File: src/rtl/m_serial_pair_tx_pkg.sv
// Shared types and helpers for the serial operand-pair transmitter.
// Latency: n/a (types, constants and a combinational helper only).
// Backpressure: n/a.
package m_serial_pair_tx_pkg;

  // Default operand width and the widest width the parity helper handles.
  localparam int D_N_DEF = 32;
  localparam int P_MAX_W = 64;

  // Transmitter FSM encoding.
  typedef enum logic [1:0] {
    ST_IDLE  = 2'd0,
    ST_SHIFT = 2'd1,
    ST_DONE  = 2'd2
  } state_t;

  // XOR-reduce of (a + b) truncated to n bits; the carry out of bit n-1 and
  // any bits above it are ignored. Operands are zero-extended by the caller.
  function automatic logic f_sum_parity(input logic [P_MAX_W-1:0] a_v,
                                        input logic [P_MAX_W-1:0] b_v,
                                        input int               n);
    logic [P_MAX_W-1:0] sum_v;
    logic               p;
    sum_v = a_v + b_v;
    p     = 1'b0;
    for (int i = 0; i < P_MAX_W; i++) begin
      if (i < n) begin
        p = p ^ sum_v[i];
      end
    end
    return p;
  endfunction

endpackage

File: src/rtl/m_serial_pair_tx_piso.sv
// Parallel-in serial-out register: load a word, shift right with zero fill.
// Latency: loaded word's bit 0 is on w_ser the cycle after w_load.
// Backpressure: none; load wins over shift when both are asserted.
module m_piso
  import m_serial_pair_tx_pkg::*;
#(
  parameter int D_N = D_N_DEF
) (
  input  logic           w_clk,
  input  logic           w_rst_n,
  input  logic           w_load,
  input  logic           w_shift,
  input  logic [D_N-1:0] w_din,
  output logic           w_ser
);

  logic [D_N-1:0] sr_q;

  // Shift register: parallel load, otherwise shift toward bit 0.
  always_ff @(posedge w_clk or negedge w_rst_n) begin
    if (!w_rst_n) begin
      sr_q <= '0;
    end else if (w_load) begin
      sr_q <= w_din;
    end else if (w_shift) begin
      sr_q <= {1'b0, sr_q[D_N-1:1]};
    end
  end

  assign w_ser = sr_q[0];

endmodule

File: src/rtl/m_serial_pair_tx.sv
// Bit-serial transmitter of an operand pair, LSB first, plus parity of their sum.
// Latency: accept at edge T -> bit k in cycle T+1+k, w_done in T+D_N+1.
// Backpressure: w_ready only in IDLE; one pair per D_N+2 cycles at best.
module m_serial_pair_tx
  import m_serial_pair_tx_pkg::*;
#(
  parameter int D_N = D_N_DEF
) (
  input  logic           w_clk,
  input  logic           w_rst_n,
  input  logic           w_valid,
  output logic           w_ready,
  input  logic [D_N-1:0] w_a_in,
  input  logic [D_N-1:0] w_b_in,
  output logic           w_a,
  output logic           w_b,
  output logic           w_busy,
  output logic           w_last,
  output logic           w_done,
  output logic           w_par
);

  // Counter only needs to reach D_N-1; the exit happens there, so no wrap.
  localparam int               CNT_W    = (D_N > 1) ? $clog2(D_N) : 1;
  localparam logic [CNT_W-1:0] CNT_LAST = CNT_W'(D_N - 1);

  state_t           state_q;
  state_t           state_d;
  logic [CNT_W-1:0] cnt_q;
  logic             par_q;
  logic             accept;
  logic             shift_en;
  logic             a_ser;
  logic             b_ser;

  assign accept   = w_valid && w_ready;
  assign shift_en = (state_q == ST_SHIFT);

  m_piso #(.D_N(D_N)) u_piso_a (
    .w_clk   (w_clk),
    .w_rst_n (w_rst_n),
    .w_load  (accept),
    .w_shift (shift_en),
    .w_din   (w_a_in),
    .w_ser   (a_ser)
  );

  m_piso #(.D_N(D_N)) u_piso_b (
    .w_clk   (w_clk),
    .w_rst_n (w_rst_n),
    .w_load  (accept),
    .w_shift (shift_en),
    .w_din   (w_b_in),
    .w_ser   (b_ser)
  );

  // FSM state register.
  always_ff @(posedge w_clk or negedge w_rst_n) begin
    if (!w_rst_n) begin
      state_q <= ST_IDLE;
    end else begin
      state_q <= state_d;
    end
  end

  // Next state and outputs, all decoded from registered state; serial lines
  // are forced low outside SHIFT so a stale shift-register LSB never leaks.
  always_comb begin
    state_d = state_q;
    w_ready = 1'b0;
    w_busy  = 1'b0;
    w_last  = 1'b0;
    w_done  = 1'b0;
    w_a     = 1'b0;
    w_b     = 1'b0;
    case (state_q)
      ST_IDLE: begin
        w_ready = 1'b1;
        if (w_valid) begin
          state_d = ST_SHIFT;
        end
      end
      ST_SHIFT: begin
        w_busy = 1'b1;
        w_a    = a_ser;
        w_b    = b_ser;
        if (cnt_q == CNT_LAST) begin
          w_last  = 1'b1;
          state_d = ST_DONE;
        end
      end
      ST_DONE: begin
        w_done  = 1'b1;
        state_d = ST_IDLE;
      end
      default: begin
        state_d = ST_IDLE;
      end
    endcase
  end

  // Bit counter: cleared on accept, advances once per serial bit.
  always_ff @(posedge w_clk or negedge w_rst_n) begin
    if (!w_rst_n) begin
      cnt_q <= '0;
    end else if (accept) begin
      cnt_q <= '0;
    end else if (shift_en) begin
      cnt_q <= cnt_q + CNT_W'(1);
    end
  end

  // Sum parity captured at accept and held until the next accept.
  always_ff @(posedge w_clk or negedge w_rst_n) begin
    if (!w_rst_n) begin
      par_q <= 1'b0;
    end else if (accept) begin
      par_q <= f_sum_parity(P_MAX_W'(w_a_in), P_MAX_W'(w_b_in), D_N);
    end
  end

  assign w_par = par_q;

endmodule
File: config.mk
export PLATFORM = sky130hd
export DESIGN_NAME = m_serial_pair_tx
export DESIGN_NICKNAME = d
export VERILOG_FILES = /design/src/rtl/m_serial_pair_tx_pkg.sv /design/src/rtl/m_serial_pair_tx_piso.sv /design/src/rtl/m_serial_pair_tx.sv
export SDC_FILE = /design/constraint.sdc
export NUM_CORES = 1
export LEC_CHECK = 0
export CAP_MARGIN = 40
export CORE_UTILIZATION = 50
export DETAILED_ROUTE_END_ITERATION = 16
export GPL_ROUTABILITY_DRIVEN = 1
export PLACE_DENSITY = 0.74
export SYNTH_ARGS = -nofsm -noshare
export SYNTH_HDL_FRONTEND = slang
export SYNTH_SLANG_ARGS = --single-unit
File: constraint.sdc
create_clock -name w_clk -period 3.8 [get_ports w_clk]
set_clock_uncertainty 0.2 [all_clocks]
set_input_delay 0.57 -clock w_clk [delete_from_list [all_inputs] [get_ports w_clk]]
set_output_delay 0.57 -clock w_clk [all_outputs]
set_load 0.005 [all_outputs]
* Yosys cells after proc, flatten, opt, wreduce, memory -nomap -nowiden
Cells that the tools add are included.
** Operators by class
- Reductions and logical operators :: 4
- Equal/unequal tests :: 5
- Bitwise operators :: 31
- Multiplexer cells :: 47
- $add $sub $neg :: 2
** Operators with widths (count)
- $mux W32 :: 4
- $mux W1 :: 38
- $add A32 B32 Y32 :: 1
- $xor A1 B1 Y1 :: 31
- $mux W5 :: 2
- $add A5 B1 Y5 const B :: 1
- $eq A5 B5 Y1 const B :: 1
- $mux W2 :: 2
- $pmux W2 S2 :: 1
- $eq A2 B1 Y1 const B :: 1
- $eq A2 B2 Y1 const B :: 1
- $logic_not A2 Y1 :: 1
- $ne A2 B1 Y1 const B :: 1
- $ne A2 B2 Y1 const B :: 1
- $reduce_and A2 Y1 :: 1
- $reduce_bool A2 Y1 :: 1
- $logic_and A1 B1 Y1 :: 1
** Storage, ports and cells
- Output and inout bits :: 7
- Word-level logic and storage cells :: 94
- Register bits after elaboration :: 72
- Input bits :: 67

* Depth between registers and ports, before layout
Gate-level depths: netlist (run 1).
- Depth in word-level cells :: 65
- Depth in mapped cells :: 14
- Gate-level depth less buffers :: 14

* Modules after synthesis
From an unflattened synthesis (run 1), not the netlist that was laid out.
** Unflattened totals
- Cell total of the unflattened synthesis :: 552
- Area total of the unflattened synthesis :: 5218.8 um2
** Modules (own cells, without submodules)
- m_piso :: times used 2, area an instance 1515.2 um2, sequential area each 800.8 um2, cells an instance 139
- m_serial_pair_tx :: times used 1, area an instance 2188.3 um2, sequential area each 200.2 um2, cells an instance 274

* Least setup slack after synthesis (run 1)
Ideal clock, no wire load.
- Path kind :: input port to flip-flop
- Start :: input w_a_in[12]
- End :: register par_q, in the netlist w_par
- Path slack :: 0.117 ns
- Data required time :: 3.470 ns
- Library setup time :: 0.130 ns
- Data arrival time :: 3.353 ns
- Buffers on the path :: 0
- Stages on the path :: 12
- Cells stage by stage :: ha_1 > and3_4 > and2_1 > a221oi_4 > o211ai_2 > a21oi_1 > mux2i_1 > xor2_1 > xnor3_1 > or3_1 > nor4_1 > a21oi_1
** On the way
- Longest elaborated chain between the ends :: 40
** Ends and longest elaborated chain
- start, declared :: line m_serial_pair_tx.sv:13 : input logic [D_N-1:0] w_a_in,
- $add A32 B32 Y32 (*) :: line m_serial_pair_tx_pkg.sv:24 : sum_v = a_v + b_v;
- $xor A1 B1 Y1 :: line m_serial_pair_tx_pkg.sv:28 : p = p ^ sum_v[i];
- $mux W1 :: line m_serial_pair_tx.sv:117 : end else if (accept) begin
- $xor A1 B1 Y1 :: line m_serial_pair_tx_pkg.sv:28
- $mux W1 :: line m_serial_pair_tx.sv:117
- $xor A1 B1 Y1 :: line m_serial_pair_tx_pkg.sv:28
- $mux W1 :: line m_serial_pair_tx.sv:117
- $xor A1 B1 Y1 :: line m_serial_pair_tx_pkg.sv:28
- (+24 left out)
- $mux W1 :: line m_serial_pair_tx.sv:117
- $xor A1 B1 Y1 :: line m_serial_pair_tx_pkg.sv:28
- $mux W1 :: line m_serial_pair_tx.sv:117
- $xor A1 B1 Y1 :: line m_serial_pair_tx_pkg.sv:28
- $mux W1 :: line m_serial_pair_tx.sv:117
- $xor A1 B1 Y1 :: line m_serial_pair_tx_pkg.sv:28
- $mux W1 :: line m_serial_pair_tx.sv:117
- $xor A1 B1 Y1 (*) :: line m_serial_pair_tx_pkg.sv:28
- end signal, assigned :: line m_serial_pair_tx.sv:118 : par_q <= f_sum_parity(P_MAX_W'(w_a_in), P_MAX_W'(w_b_in), D_N);
- end, declared :: line m_serial_pair_tx.sv:30 : logic par_q;
Every way passes the cells marked *; elsewhere a longest branch is shown, timed or not. The select of a mux whose other input is x is not followed.
A chain may end at the register's enable or synchronous reset.

* Final worst setup path (run 1)
- Start :: input w_b_in[15]
- End :: register par_q, in the netlist w_par
** On the way
- Longest elaborated chain between the ends :: 34
** Ends and longest elaborated chain
- start, declared :: line m_serial_pair_tx.sv:14 : input logic [D_N-1:0] w_b_in,
- $add A32 B32 Y32 (*) :: line m_serial_pair_tx_pkg.sv:24
- $xor A1 B1 Y1 :: line m_serial_pair_tx_pkg.sv:28
- $mux W1 :: line m_serial_pair_tx.sv:117
- $xor A1 B1 Y1 :: line m_serial_pair_tx_pkg.sv:28
- $mux W1 :: line m_serial_pair_tx.sv:117
- $xor A1 B1 Y1 :: line m_serial_pair_tx_pkg.sv:28
- $mux W1 :: line m_serial_pair_tx.sv:117
- $xor A1 B1 Y1 :: line m_serial_pair_tx_pkg.sv:28
- (+18 left out)
- $mux W1 :: line m_serial_pair_tx.sv:117
- $xor A1 B1 Y1 :: line m_serial_pair_tx_pkg.sv:28
- $mux W1 :: line m_serial_pair_tx.sv:117
- $xor A1 B1 Y1 :: line m_serial_pair_tx_pkg.sv:28
- $mux W1 :: line m_serial_pair_tx.sv:117
- $xor A1 B1 Y1 :: line m_serial_pair_tx_pkg.sv:28
- $mux W1 :: line m_serial_pair_tx.sv:117
- $xor A1 B1 Y1 (*) :: line m_serial_pair_tx_pkg.sv:28
Marks and branches as above.

==> results of run 1 <==
what timing repair did:
item,CTS,global route
buffers inserted,10,7
hold buffers,0,0
gates resized for setup,62,31
endpoints found under the setup margin,1,1
pin swaps,30,20
cloned,0,0
worst paths after layout:
check / start / to / slack, ps / cells past startpoint
worst max-delay path: w_b_in[15] / w_par / 110 / 13
max in group asynchronous: w_rst_n / u_piso_a.sr_q[22] / 2800 / 3
min in group w_clk: u_piso_b.sr_q[0] / u_piso_b.sr_q[0] / 280 / 2
worst max register to register: state_q[1] / u_piso_a.sr_q[22] / 1330 / 6
worst min register to register: u_piso_b.sr_q[0] / u_piso_b.sr_q[0] / 280 / 2
worst min-delay path: w_rst_n / u_piso_b.sr_q[4] / 20 / 2
power groups by stage:
stage          combinational [uW]  clock (uW)  sequential [uW]
6_report                     2190         763             1300
5_1_grt                      2390         807             1330
4_1_cts                      2130         766             1290
3_5_place_dp                 1860           0             1300
3_3_place_gp                 1790           0             1280
2_1_floorplan                1360           0             1250
stage by stage:
step	cell area [um^2]	hold WS, ps	worst slack, ps
floorplan	5012	74.41	116.9
global placement	6407	251.3	-378.1
detailed placement	6427	262.7	-587.0
CTS	6980	38.35	0.4481
global route	7203	73.52	-41.40
finish	7203	22.71	114.2
cells by family (layout without fill, tap and decap cells):
family	Yosys count	count (layout)	synth area share
AOI/OAI and AO/OA	161	161	0.2317
xor gates and xnor gates	48	48	0.08936
adders and majority gates	34	34	0.08637
buffers and inverters	37	195	0.02820
DFF	72	72	0.3595
muxes	6	6	0.01298
and+or+nand+nor	218	218	0.1920
final cells by class:
cell class / count / area share
multi-input cells: 467 / 0.4853
flip-flops and latches: 72 / 0.2501
well taps: 133 / 0.02310
inverters: 12 / 0.006253
clock inverters: 7 / 0.01668
repair buffers: 167 / 0.2013
clock buffers: 9 / 0.01720
state kept, by name, summed over array words and instances, names as in the netlist:
name / flops
cnt_q: 5
state_q: 2
u_piso_a.sr_q: 32
u_piso_b.sr_q: 32
w_par: 1
per-layer routing:
metal,vias to the layer above,GRT usage,share of wire
li1,2353,-,-
met1,2397,0.3588,0.44
met2,144,0.4538,0.50
met3,25,0.03625,0.043
met4,0,0.1077,0.021
met5,-,0,0
synthesized netlist by cell type, drive strengths merged, types with 6 or more instances:
| library cell | count |
|---|---|
| nor2 | 13 |
| o21a | 6 |
| inv | 12 |
| nand4 | 6 |
| and2 | 6 |
| nand2b | 6 |
| o21ai | 25 |
| nand2 | 155 |
| a22oi | 63 |
| nand3 | 11 |
| clkbuf | 24 |
| xnor2 | 41 |
| ha | 33 |
| dfrtp | 72 |
| a21oi | 34 |
==> report_table.html, run 1 <==
<table>
<tr><th>Metric</th><th>Value</th></tr>
<tr><th colspan="2">Hold path</th></tr>
<tr><td>Hold/Removal Path Class</td><td>input pin to asynchronous set/reset pin</td></tr>
<tr><th colspan="2">Floorplanning</th></tr>
<tr><td>Die X-Extent</td><td>about 100 um</td></tr>
<tr><td>Core footprint</td><td>9729 um^2</td></tr>
<tr><td>Number of top-level design ports</td><td>74</td></tr>
<tr><td>Row Count</td><td>36</td></tr>
<tr><td>Starting density of the core</td><td>0.5152</td></tr>
<tr><td>Chip height</td><td>about 100 um</td></tr>
<tr><td>Area of the die</td><td>around 10000 um^2</td></tr>
<tr><th colspan="2">Status</th></tr>
<tr><td>Run status</td><td>completed</td></tr>
<tr><th colspan="2">CTS</th></tr>
<tr><td>Max Root-Sink Buffers</td><td>2</td></tr>
<tr><td>CTS Sinks</td><td>72</td></tr>
<tr><td>Skew-Pair Late Insertion Delay</td><td>360 ps</td></tr>
<tr><td>Root buffer cell</td><td>sky130_fd_sc_hd__clkbuf_8</td></tr>
<tr><td>CTS tree</td><td>yes</td></tr>
<tr><td>Number of buffers created by CTS</td><td>9</td></tr>
<tr><td>Clock-pin slew on the worst setup and hold paths</td><td>roughly 80 ps</td></tr>
<tr><td>CTS H-tree depth</td><td>3</td></tr>
<tr><th colspan="2">Logic synthesis</th></tr>
<tr><td>Seq/Total Area, Yosys</td><td>0.3595</td></tr>
<tr><td>Top cells by area, synth</td><td>sky130_fd_sc_hd__dfrtp_1 (36%), sky130_fd_sc_hd__nand2_1 (12%), sky130_fd_sc_hd__a22oi_1 (9.4%)</td></tr>
<tr><td>Post-synthesis cell type count</td><td>63</td></tr>
<tr><td>Number of standard cells after synthesis</td><td>576</td></tr>
<tr><td>Dominant cell type by area after synthesis</td><td>sky130_fd_sc_hd__dfrtp_1</td></tr>
<tr><td>Cell area after synthesis</td><td>between 5000 and 6000 um^2</td></tr>
<tr><td>Post-synth top flop</td><td>sky130_fd_sc_hd__dfrtp_1</td></tr>
<tr><td>Count of flip-flops with a built-in enable after synthesis</td><td>0</td></tr>
<tr><td>Number of register bits inferred by synthesis</td><td>about 70</td></tr>
<tr><td>Mean instance size in the synthesized netlist</td><td>just under 9 um^2</td></tr>
<tr><td>Share of flip-flops with an asynchronous set or reset after synthesis</td><td>1.000</td></tr>
<tr><td>Count of yosys warnings during synthesis</td><td>0</td></tr>
<tr><td>Top cell type's share of synthesized area</td><td>0.3595</td></tr>
<tr><td>Mapped Nets</td><td>slightly below 700</td></tr>
<tr><th colspan="2">Layout</th></tr>
<tr><td>Area occupied by registers</td><td>1802 um^2</td></tr>
<tr><td>Multi-input gate area in the final layout</td><td>3496 um^2</td></tr>
<tr><td>Area growth from synthesis to final layout</td><td>43.71%</td></tr>
<tr><td>Leading cell type in the layout, fill and taps excluded</td><td>sky130_fd_sc_hd__nand2_1</td></tr>
<tr><td>Final cell count without fillers</td><td>roughly 870</td></tr>
<tr><td>Ant. Diodes</td><td>0</td></tr>
<tr><td>Number of filler instances in the final layout</td><td>720</td></tr>
<tr><td>Most frequent cells in the layout</td><td>sky130_fd_sc_hd__nand2_1 (154), sky130_fd_sc_hd__buf_4 (91), sky130_fd_sc_hd__dfrtp_1 (72), sky130_fd_sc_hd__a22oi_1 (63), sky130_fd_sc_hd__clkdlybuf4s50_1 (46)</td></tr>
<tr><td>Share of post-route cells with drive strength above 1</td><td>0.2439</td></tr>
<tr><td>Layout Nets</td><td>830</td></tr>
<tr><td>Utilization of the core after routing</td><td>0.7404</td></tr>
<tr><th colspan="2">Place</th></tr>
<tr><td>Number of buffer cells added on primary ports</td><td>73</td></tr>
<tr><td>Placed cells</td><td>835</td></tr>
<tr><td>Global placer's final weighted congestion</td><td>0.8564</td></tr>
<tr><td>HPWL Detailed</td><td>9458 um</td></tr>
<tr><th colspan="2">GRT</th></tr>
<tr><td>First-pass GRT wire length</td><td>roughly 22000 um</td></tr>
<tr><td>Overall overflow remaining after global route</td><td>0</td></tr>
<tr><td>Via count of the first global-routing pass</td><td>around 4700</td></tr>
<tr><td>Initial antenna violation count</td><td>0</td></tr>
<tr><td>GRT Overall Usage</td><td>0.2722</td></tr>
<tr><td>Pin count of the biggest net entering global routing</td><td>69</td></tr>
<tr><th colspan="2">Worst setup path</th></tr>
<tr><td>Data arrival time of the worst path</td><td>about 3700 ps</td></tr>
<tr><td>Startpoint type of the worst setup path</td><td>input pin</td></tr>
<tr><td>Maximum fanout count along the critical path</td><td>5</td></tr>
<tr><td>Cell family with the largest share of critical-path delay</td><td>compound AO/OA/AOI/OAI gates</td></tr>
<tr><td>WP data required</td><td>3850 ps</td></tr>
<tr><td>Slowest CP cell</td><td>sky130_fd_sc_hd__clkdlybuf4s50_1</td></tr>
<tr><td>Most prevalent standard cell on the critical path</td><td>sky130_fd_sc_hd__a21oi_1</td></tr>
<tr><td>Buffering stage count on the worst path with inverters included</td><td>1</td></tr>
<tr><td>Max stage delay on crit path</td><td>490 ps</td></tr>
<tr><td>CP endpoint kind</td><td>register</td></tr>
<tr><td>Worst Path Class, Setup</td><td>input pin to register</td></tr>
<tr><td>Chain of cells forming the critical path</td><td>clkdlybuf4s50_1 &gt; ha_4 &gt; nand3_1 &gt; o211ai_1 &gt; nand2_1 &gt; a211o_1 &gt; a31oi_2 &gt; mux2_4 &gt; or3_4 &gt; a21oi_1 &gt; o21ai_1 &gt; a221oi_2 &gt; a21oi_1</td></tr>
<tr><th colspan="2">Timing</th></tr>
<tr><td>Worst slew slack as a fraction of its limit</td><td>0.4514</td></tr>
<tr><td>Post-route minimum period</td><td>3686 ps</td></tr>
<tr><td>Final worst path period share</td><td>0.9699</td></tr>
<tr><td>TNS Setup</td><td>0 ps</td></tr>
<tr><td>Final Slew Violations</td><td>0</td></tr>
<tr><td>Fmax achieved</td><td>between 200 and 300 MHz</td></tr>
<tr><td>Setup violations, final</td><td>0</td></tr>
<tr><td>Final hold violations</td><td>0</td></tr>
<tr><td>Slew of the pin with the lowest slew margin</td><td>around 820 ps</td></tr>
<tr><th colspan="2">Route</th></tr>
<tr><td>Routed vias</td><td>approximately 4900</td></tr>
<tr><td>1st-pass router iterations</td><td>5</td></tr>
<tr><td>Number of nets with antenna violations after detailed routing</td><td>0</td></tr>
<tr><td>Drt total wl</td><td>about 14000 um</td></tr>
<tr><td>Via density per instance</td><td>around 5.7</td></tr>
<tr><td>Initial detailed-routing violation count</td><td>~240</td></tr>
<tr><td>Total DRC errors in the routed layout</td><td>0</td></tr>
<tr><td>DR WL/cell</td><td>roughly 17 um</td></tr>
<tr><th colspan="2">Power</th></tr>
<tr><td>Share of total power in the clock network</td><td>0.179</td></tr>
<tr><td>Peak ir drop on the vdd network</td><td>around 0.00034 V</td></tr>
<tr><td>Areal power density over the cells</td><td>slightly below 600 nW/um^2</td></tr>
<tr><td>Switching fraction of total power</td><td>0.3798</td></tr>
<tr><td>Cell-internal power</td><td>approximately 2600 uW</td></tr>
<tr><td>Sw power</td><td>around 1600 uW</td></tr>
<tr><td>Pwr Total</td><td>between 4000 and 5000 uW</td></tr>
<tr><td>LEAKAGE</td><td>0.003293 uW</td></tr>
<tr><td>Flop pwr share</td><td>0.305</td></tr>
<tr><td>Fraction of power consumed by combinational cells</td><td>0.515</td></tr>
<tr><th colspan="2">Run</th></tr>
<tr><td>Max_cap viols</td><td>0</td></tr>
</table>
Note: power is estimated with default switching activity, not from simulation.
==> run 2: changes to the inputs <==
--- a/config.mk
+++ b/config.mk
@@ -9,7 +9,7 @@
 export CORE_UTILIZATION = 50
 export DETAILED_ROUTE_END_ITERATION = 16
 export GPL_ROUTABILITY_DRIVEN = 1
-export PLACE_DENSITY = 0.74
+export PLACE_DENSITY = 0.71
 export SYNTH_ARGS = -nofsm -noshare
 export SYNTH_HDL_FRONTEND = slang
 export SYNTH_SLANG_ARGS = --single-unit
==> report_table.html, run 2 (synthesis gave the netlist of run 1 again) <==
<table>
<tr><th>Metric</th><th>Value</th></tr>
<tr><th colspan="2">Power</th></tr>
<tr><td>Peak ir drop on the vdd network</td><td>0.0003250 V (-4.5%)</td></tr>
<tr><td>Pwr Total</td><td>4034 uW (-5.1%)</td></tr>
<tr><td>LEAKAGE</td><td>0.003250 uW (-1.3%)</td></tr>
<tr><td>Areal power density over the cells</td><td>566.8 nW/um^2 (-4.0%)</td></tr>
<tr><th colspan="2">Layout</th></tr>
<tr><td>Largest registers</td><td>u_piso_a.sr_q: 32 flops, u_piso_b.sr_q: 32 flops, cnt_q: 5 flops</td></tr>
<tr><td>Final cell count without fillers</td><td>863 (-0.46%)</td></tr>
<tr><td>Share of post-route cells with drive strength above 1</td><td>0.2301 (-0.01373)</td></tr>
<tr><td>Layout Nets</td><td>826 (-0.48%)</td></tr>
<tr><td>Most frequent cells in the layout</td><td>sky130_fd_sc_hd__nand2_1 (155), sky130_fd_sc_hd__buf_4 (84), sky130_fd_sc_hd__dfrtp_1 (72), sky130_fd_sc_hd__a22oi_1 (63), sky130_fd_sc_hd__clkdlybuf4s50_1 (46)</td></tr>
<tr><td>Ant. Diodes</td><td>0 (unchanged)</td></tr>
<tr><td>Final non-filler cell area</td><td>7117 um^2 (-1.2%)</td></tr>
<tr><td>Area growth from synthesis to final layout</td><td>41.99%</td></tr>
<tr><td>Leading cell type in the layout, fill and taps excluded</td><td>sky130_fd_sc_hd__nand2_1</td></tr>
<tr><th colspan="2">Worst setup path</th></tr>
<tr><td>Buffering stage count on the worst path with inverters included</td><td>1 (unchanged)</td></tr>
<tr><td>Data arrival time of the worst path</td><td>3780 ps (+40 ps)</td></tr>
<tr><td>Depth of the worst register-to-register path</td><td>5 (-1)</td></tr>
<tr><td>Most prevalent standard cell on the critical path</td><td>sky130_fd_sc_hd__a21oi_1</td></tr>
<tr><td>Cell family with the largest share of critical-path delay</td><td>compound AO/OA/AOI/OAI gates</td></tr>
<tr><td>Max stage delay on crit path</td><td>430 ps (-60 ps)</td></tr>
<tr><td>Maximum fanout count along the critical path</td><td>3 (-2)</td></tr>
<tr><td>Startpoint type of the worst setup path</td><td>input pin</td></tr>
<tr><td>WP data required</td><td>3850 ps (about the same)</td></tr>
<tr><td>Crit path from</td><td>w_a_in[14]</td></tr>
<tr><td>Slowest CP cell</td><td>sky130_fd_sc_hd__clkdlybuf4s50_1</td></tr>
<tr><td>Internal reg-to-reg setup slack</td><td>1320 ps (about the same)</td></tr>
<tr><td>Chain of cells forming the critical path</td><td>clkdlybuf4s50_1 &gt; ha_1 &gt; a21oi_1 &gt; o211ai_1 &gt; nand2_1 &gt; a211o_1 &gt; a31oi_2 &gt; mux2_4 &gt; or3_4 &gt; a21oi_1 &gt; o21ai_0 &gt; a221oi_2 &gt; a21oi_1</td></tr>
<tr><td>CP endpoint kind</td><td>register</td></tr>
<tr><td>Worst Path Class, Setup</td><td>input pin to register</td></tr>
<tr><td>Reg-to-reg endpoint</td><td>cnt_q[2]</td></tr>
<tr><td>Source of the worst register-to-register timing path</td><td>state_q[0]</td></tr>
<tr><th colspan="2">Place</th></tr>
<tr><td>Dpl cell area</td><td>6450 um^2 (+0.35%)</td></tr>
<tr><td>HPWL Detailed</td><td>9075 um (-4.0%)</td></tr>
<tr><td>Global placer's final weighted congestion</td><td>0.8953 (+4.5%)</td></tr>
<tr><td>Placed cells</td><td>838 (+0.36%)</td></tr>
<tr><td>Number of buffer cells added on primary ports</td><td>73 (unchanged)</td></tr>
<tr><th colspan="2">Route</th></tr>
<tr><td>Drt total wl</td><td>13460 um (-6.3%)</td></tr>
<tr><td>Initial detailed-routing violation count</td><td>145 (-39%)</td></tr>
<tr><td>DR WL/cell</td><td>15.60 um (-5.8%)</td></tr>
<tr><td>Routed vias</td><td>4766 (-3.1%)</td></tr>
<tr><td>Number of nets with antenna violations after detailed routing</td><td>0 (unchanged)</td></tr>
<tr><td>Via density per instance</td><td>5.523 (-2.7%)</td></tr>
<tr><td>Total DRC errors in the routed layout</td><td>0 (unchanged)</td></tr>
<tr><td>1st-pass router iterations</td><td>8 (+3)</td></tr>
<tr><th colspan="2">CTS</th></tr>
<tr><td>CTS H-tree depth</td><td>3 (unchanged)</td></tr>
<tr><td>Clock-pin slew on the worst setup and hold paths</td><td>90 ps (about the same)</td></tr>
<tr><td>CTS Sinks</td><td>72 (unchanged)</td></tr>
<tr><td>Skew-Pair Late Insertion Delay</td><td>370 ps (about the same)</td></tr>
<tr><td>Number of buffers created by CTS</td><td>9 (unchanged)</td></tr>
<tr><td>Root buffer cell</td><td>sky130_fd_sc_hd__clkbuf_8</td></tr>
<tr><td>Max Root-Sink Buffers</td><td>2 (unchanged)</td></tr>
<tr><td>CTS hold repair buffers</td><td>0 (unchanged)</td></tr>
<tr><td>CTS tree</td><td>yes</td></tr>
<tr><th colspan="2">Hold path</th></tr>
<tr><td>Hold/Removal Path Class</td><td>input pin to asynchronous set/reset pin</td></tr>
<tr><th colspan="2">GRT</th></tr>
<tr><td>Overall overflow remaining after global route</td><td>0 (unchanged)</td></tr>
<tr><td>GRT Overall Usage</td><td>0.2616 (-0.01053)</td></tr>
<tr><td>First-pass GRT wire length</td><td>21490 um (-2.9%)</td></tr>
<tr><td>Initial antenna violation count</td><td>0 (unchanged)</td></tr>
<tr><td>Via count of the first global-routing pass</td><td>4678 (-0.91%)</td></tr>
<tr><td>Pin count of the biggest net entering global routing</td><td>73 (+5.8%)</td></tr>
<tr><th colspan="2">Timing</th></tr>
<tr><td>Final hold violations</td><td>0 (unchanged)</td></tr>
<tr><td>Setup violations, final</td><td>0 (unchanged)</td></tr>
<tr><td>Fmax achieved</td><td>268.7 MHz (-0.96%)</td></tr>
<tr><td>Worst slew slack as a fraction of its limit</td><td>0.4720 (+0.02061)</td></tr>
<tr><td>Final Slew Violations</td><td>0 (unchanged)</td></tr>
<tr><td>Slew of the pin with the lowest slew margin</td><td>790.1 ps (-30.84 ps)</td></tr>
<tr><td>Post-route minimum period</td><td>3722 ps (+35.92 ps)</td></tr>
<tr><td>Final worst path period share</td><td>0.9794 (+0.009452)</td></tr>
<tr><th colspan="2">Floorplanning</th></tr>
<tr><td>Starting density of the core</td><td>0.5152 (unchanged)</td></tr>
<tr><td>Row Count</td><td>36 (unchanged)</td></tr>
<tr><td>Die X-Extent</td><td>102.1 um (unchanged)</td></tr>
<tr><td>Number of top-level design ports</td><td>74 (unchanged)</td></tr>
<tr><td>Core footprint</td><td>9729 um^2 (unchanged)</td></tr>
<tr><td>Chip height</td><td>102.1 um (unchanged)</td></tr>
<tr><td>Area of the die</td><td>10430 um^2 (unchanged)</td></tr>
<tr><th colspan="2">Run</th></tr>
<tr><td>Max_cap viols</td><td>0 (unchanged)</td></tr>
<tr><th colspan="2">Status</th></tr>
<tr><td>Run status</td><td>completed</td></tr>
</table>
[run 2: how the worst max path moves through the flow]
stage | to | depth (start not counted)
after floorplan | w_par | 12
after global placement | w_par | 16
after detailed placement | w_par | 16
after CTS | w_par | 13
after global routing | w_par | 14
final | w_par | 13
[run 2: where the power goes]
group / internal [uW] / switching [uW] / leakage (uW)
combinational: 968 / 1020 / 0.00222
sequential: 1100 / 189 / 0.000910
clock: 437 / 319 / 0.000116
[run 2: metrics by stage]
step	worst slack (ps)	hold slack (ps)	util	setup TNS, ps
floorplan	116.9	74.41	-	0
global placement	-387.5	251.4	0.6629	-387.5
detailed placement	-546.5	254.4	0.6629	-546.5
CTS	0.5032	34.87	0.7186	0
global route	-21.35	46.22	0.7315	-21.35
finish	78.28	16.96	0.7315	0
[run 2: timing repair]
action,in CTS,in global routing
endpoints found under the setup margin,1,1
buffers inserted,8,1
pin swaps,31,13
resized for setup,63,22
[run 2: cell type report]
cell class	count	area, um^2
repair buffers	163	1416
multi-input cells	467	3445
clock buffers	9	123.9
clock inverters	7	118.9
inverters	12	45.04
fillers	766	2613
well taps	133	166.4
flip-flops and latches	72	1802
[run 2: per-layer routing]
layer / part of all wire / global-route usage / vias to the layer above
met1: 0.46 / 0.3413 / 2306
li1: - / - / 2354
met2: 0.50 / 0.4461 / 94
met5: 0 / 0 / -
met3: 0.033 / 0.03078 / 12
met4: 0.011 / 0.09780 / 0
[run 2: worst register-to-register path: cells and delay by family, from the launching register on]
family | cells | cell delay [ps]
AO/OA/AOI/OAI | 2 | 410
buffers and inverters | 1 | 350
flip-flops | 1 | 400
AND/OR/NAND/NOR | 2 | 1000
==> run 3: changes to the inputs <==
--- a/config.mk
+++ b/config.mk
@@ -10,6 +10,7 @@
 export DETAILED_ROUTE_END_ITERATION = 16
 export GPL_ROUTABILITY_DRIVEN = 1
 export PLACE_DENSITY = 0.71
+export SETUP_SLACK_MARGIN = 0.05
 export SYNTH_ARGS = -nofsm -noshare
 export SYNTH_HDL_FRONTEND = slang
 export SYNTH_SLANG_ARGS = --single-unit
==> report_table.html, run 3 (synthesis gave the netlist of run 1 again) <==
<table>
<tr><th>Metric</th><th>Value</th></tr>
<tr><th colspan="2">Route</th></tr>
<tr><td>Drt total wl</td><td>13580 um (+0.86%)</td></tr>
<tr><td>Total DRC errors in the routed layout</td><td>0 (unchanged)</td></tr>
<tr><td>Via density per instance</td><td>5.587 (+1.2%)</td></tr>
<tr><td>Number of nets with antenna violations after detailed routing</td><td>0 (unchanged)</td></tr>
<tr><td>Routed vias</td><td>4838 (+1.5%)</td></tr>
<tr><td>1st-pass router iterations</td><td>5 (-3)</td></tr>
<tr><td>Initial detailed-routing violation count</td><td>168 (+16%)</td></tr>
<tr><td>DR WL/cell</td><td>15.68 um (+0.51%)</td></tr>
<tr><th colspan="2">Timing</th></tr>
<tr><td>Final worst path period share</td><td>0.9641 (-0.01526)</td></tr>
<tr><td>Hold Slack</td><td>15.37 ps (-1.592 ps)</td></tr>
<tr><td>Setup violations, final</td><td>0 (unchanged)</td></tr>
<tr><td>Worst slew slack as a fraction of its limit</td><td>0.4712 (-0.0008000)</td></tr>
<tr><td>Final hold violations</td><td>0 (unchanged)</td></tr>
<tr><td>Post-route minimum period</td><td>3664 ps (-57.99 ps)</td></tr>
<tr><td>Unrepaired setup endpoints after global routing</td><td>no</td></tr>
<tr><td>Slew of the pin with the lowest slew margin</td><td>791.3 ps (+1.196 ps)</td></tr>
<tr><td>Final Slew Violations</td><td>0 (unchanged)</td></tr>
<tr><td>Fmax achieved</td><td>272.9 MHz (+1.6%)</td></tr>
<tr><th colspan="2">Layout</th></tr>
<tr><td>Final cell count without fillers</td><td>866 (+0.35%)</td></tr>
<tr><td>Leading cell type in the layout, fill and taps excluded</td><td>sky130_fd_sc_hd__nand2_1</td></tr>
<tr><td>Largest registers</td><td>u_piso_a.sr_q: 32 flops, u_piso_b.sr_q: 32 flops, cnt_q: 5 flops</td></tr>
<tr><td>Number of filler instances in the final layout</td><td>756 (-1.3%)</td></tr>
<tr><td>Area occupied by registers</td><td>1802 um^2 (unchanged)</td></tr>
<tr><td>Multi-input gate area in the final layout</td><td>3497 um^2 (+1.5%)</td></tr>
<tr><td>Area growth from synthesis to final layout</td><td>43.14%</td></tr>
<tr><td>Most frequent cells in the layout</td><td>sky130_fd_sc_hd__nand2_1 (155), sky130_fd_sc_hd__buf_4 (86), sky130_fd_sc_hd__dfrtp_1 (72), sky130_fd_sc_hd__a22oi_1 (63), sky130_fd_sc_hd__clkdlybuf4s50_1 (43)</td></tr>
<tr><td>Share of post-route cells with drive strength above 1</td><td>0.2456 (+0.01543)</td></tr>
<tr><td>Layout Nets</td><td>829 (+0.36%)</td></tr>
<tr><td>Ant. Diodes</td><td>0 (unchanged)</td></tr>
<tr><th colspan="2">CTS</th></tr>
<tr><td>CTS Sinks</td><td>72 (unchanged)</td></tr>
<tr><td>Root buffer cell</td><td>sky130_fd_sc_hd__clkbuf_8</td></tr>
<tr><td>Max Root-Sink Buffers</td><td>2 (unchanged)</td></tr>
<tr><td>CTS tree</td><td>yes</td></tr>
<tr><td>Number of buffers created by CTS</td><td>9 (unchanged)</td></tr>
<tr><td>Skew-Pair Late Insertion Delay</td><td>370 ps (about the same)</td></tr>
<tr><td>Clock-pin slew on the worst setup and hold paths</td><td>90 ps (about the same)</td></tr>
<tr><td>CTS hold repair buffers</td><td>0 (unchanged)</td></tr>
<tr><td>CTS H-tree depth</td><td>3 (unchanged)</td></tr>
<tr><th colspan="2">Worst setup path</th></tr>
<tr><td>Data arrival time of the worst path</td><td>3720 ps (-60 ps)</td></tr>
<tr><td>Chain of cells forming the critical path</td><td>dlygate4sd2_1 &gt; ha_4 &gt; buf_4 &gt; nand4_1 &gt; nor2_2 &gt; a221oi_4 &gt; buf_6 &gt; a211o_1 &gt; a31oi_2 &gt; mux2_4 &gt; or3_4 &gt; a21oi_1 &gt; o21ai_1 &gt; a221oi_2 &gt; a21oi_1</td></tr>
<tr><td>Buffering stage count on the worst path with inverters included</td><td>3 (+2)</td></tr>
<tr><td>Slowest CP cell</td><td>sky130_fd_sc_hd__or3_4</td></tr>
<tr><td>Worst Path Class, Setup</td><td>input pin to register</td></tr>
<tr><td>WP data required</td><td>3860 ps (about the same)</td></tr>
<tr><td>Maximum fanout count along the critical path</td><td>4 (+1)</td></tr>
<tr><td>Most prevalent standard cell on the critical path</td><td>sky130_fd_sc_hd__a21oi_1</td></tr>
<tr><td>Max stage delay on crit path</td><td>410 ps (-20 ps)</td></tr>
<tr><td>Internal reg-to-reg setup slack</td><td>1340 ps (+20 ps)</td></tr>
<tr><td>Startpoint type of the worst setup path</td><td>input pin</td></tr>
<tr><td>Cell family with the largest share of critical-path delay</td><td>compound AO/OA/AOI/OAI gates</td></tr>
<tr><td>CP endpoint kind</td><td>register</td></tr>
<tr><th colspan="2">GRT</th></tr>
<tr><td>Pin count of the biggest net entering global routing</td><td>73 (unchanged)</td></tr>
<tr><td>Via count of the first global-routing pass</td><td>4733 (+1.2%)</td></tr>
<tr><td>First-pass GRT wire length</td><td>21650 um (+0.74%)</td></tr>
<tr><td>Initial antenna violation count</td><td>0 (unchanged)</td></tr>
<tr><td>GRT Overall Usage</td><td>0.2634 (+0.001727)</td></tr>
<tr><td>Overall overflow remaining after global route</td><td>0 (unchanged)</td></tr>
<tr><th colspan="2">Place</th></tr>
<tr><td>Placed cells</td><td>838 (unchanged)</td></tr>
<tr><td>Number of buffer cells added on primary ports</td><td>73 (unchanged)</td></tr>
<tr><td>HPWL Detailed</td><td>9075 um (unchanged)</td></tr>
<tr><td>Global placer's final weighted congestion</td><td>0.8953 (unchanged)</td></tr>
<tr><th colspan="2">Floorplanning</th></tr>
<tr><td>Starting density of the core</td><td>0.5152 (unchanged)</td></tr>
<tr><td>Number of top-level design ports</td><td>74 (unchanged)</td></tr>
<tr><td>Die X-Extent</td><td>102.1 um (unchanged)</td></tr>
<tr><td>Row Count</td><td>36 (unchanged)</td></tr>
<tr><td>Area of the die</td><td>10430 um^2 (unchanged)</td></tr>
<tr><td>Core footprint</td><td>9729 um^2 (unchanged)</td></tr>
<tr><td>Chip height</td><td>102.1 um (unchanged)</td></tr>
<tr><th colspan="2">Hold path</th></tr>
<tr><td>Hold/Removal Path Class</td><td>input pin to asynchronous set/reset pin</td></tr>
<tr><th colspan="2">Power</th></tr>
<tr><td>Areal power density over the cells</td><td>565.3 nW/um^2 (-0.27%)</td></tr>
<tr><td>Peak ir drop on the vdd network</td><td>0.0003259 V (+0.27%)</td></tr>
<tr><td>LEAKAGE</td><td>0.003274 uW (+0.73%)</td></tr>
<tr><th colspan="2">Run</th></tr>
<tr><td>Max_cap viols</td><td>0 (unchanged)</td></tr>
<tr><th colspan="2">Status</th></tr>
<tr><td>Run status</td><td>completed</td></tr>
</table>
-- run 3: power breakdown --
part / internal (uW) / switching [uW] / leakage (uW)
combinational: 980 / 1020 / 0.00225
sequential: 1100 / 189 / 0.000910
clock: 437 / 325 / 0.000116
total: 2520 / 1540 / 0.00327
-- run 3: routing by layer --
layer / share of wire / global-route usage / vias up
met5: 0 / 0 / -
met4: 0.017 / 0.09780 / 0
met3: 0.035 / 0.03078 / 20
met2: 0.49 / 0.4507 / 105
met1: 0.45 / 0.3426 / 2347
li1: - / - / 2366
-- run 3: worst register-to-register path, delay by kind of cell, from the launching register on --
kind	cells	cell delay (ps)
buf+inv	2	620
flops	1	400
simple gates	4	1160
-- run 3: path summary, 6_finish.rpt --
path                                       start           endpoint  depth (start not counted)
worst max-delay path                   w_b_in[5]              w_par                         15
worst max register to register        state_q[0]  u_piso_a.sr_q[16]                          6
min in group w_clk              u_piso_a.sr_q[0]   u_piso_a.sr_q[0]                          2
worst min-delay path                     w_rst_n   u_piso_b.sr_q[2]                          2
max in group asynchronous                w_rst_n  u_piso_a.sr_q[18]                          2
worst min register to register  u_piso_a.sr_q[0]   u_piso_a.sr_q[0]                          2
-- run 3: what timing repair did --
item | CTS | global route
setup buffers | 10 | 2
pin swaps | 34 | 16
cloned | 0 | 0
gates resized for setup | 77 | 27
endpoints found under the setup margin | 1 | 1
-- run 3: cell type report --
type                       instances  share of cell area
tap                              133             0.02320
clock buffer                       9             0.01727
sequential                        72              0.2511
timing repair buffer             166              0.1981
multi-input combinational        467              0.4874
clock inverter                     7             0.01657
inverter                          12            0.006278
-- run 3: metrics by stage --
step | utilization | area, um^2 | worst slack [ps] | total power (uW) | TNS, ps
3_5_place_dp | 0.6629 | 6450 | -546.5 | 3166 | -546.5
5_1_grt | 0.7374 | 7174 | 9.955 | 4327 | 0
6_report | 0.7374 | 7174 | 136.3 | 4056 | 0
2_1_floorplan | - | 5012 | 116.9 | 2601 | 0
4_1_cts | 0.7240 | 7044 | 50.14 | 4057 | 0
3_3_place_gp | 0.6629 | 6450 | -387.5 | 3087 | -387.5
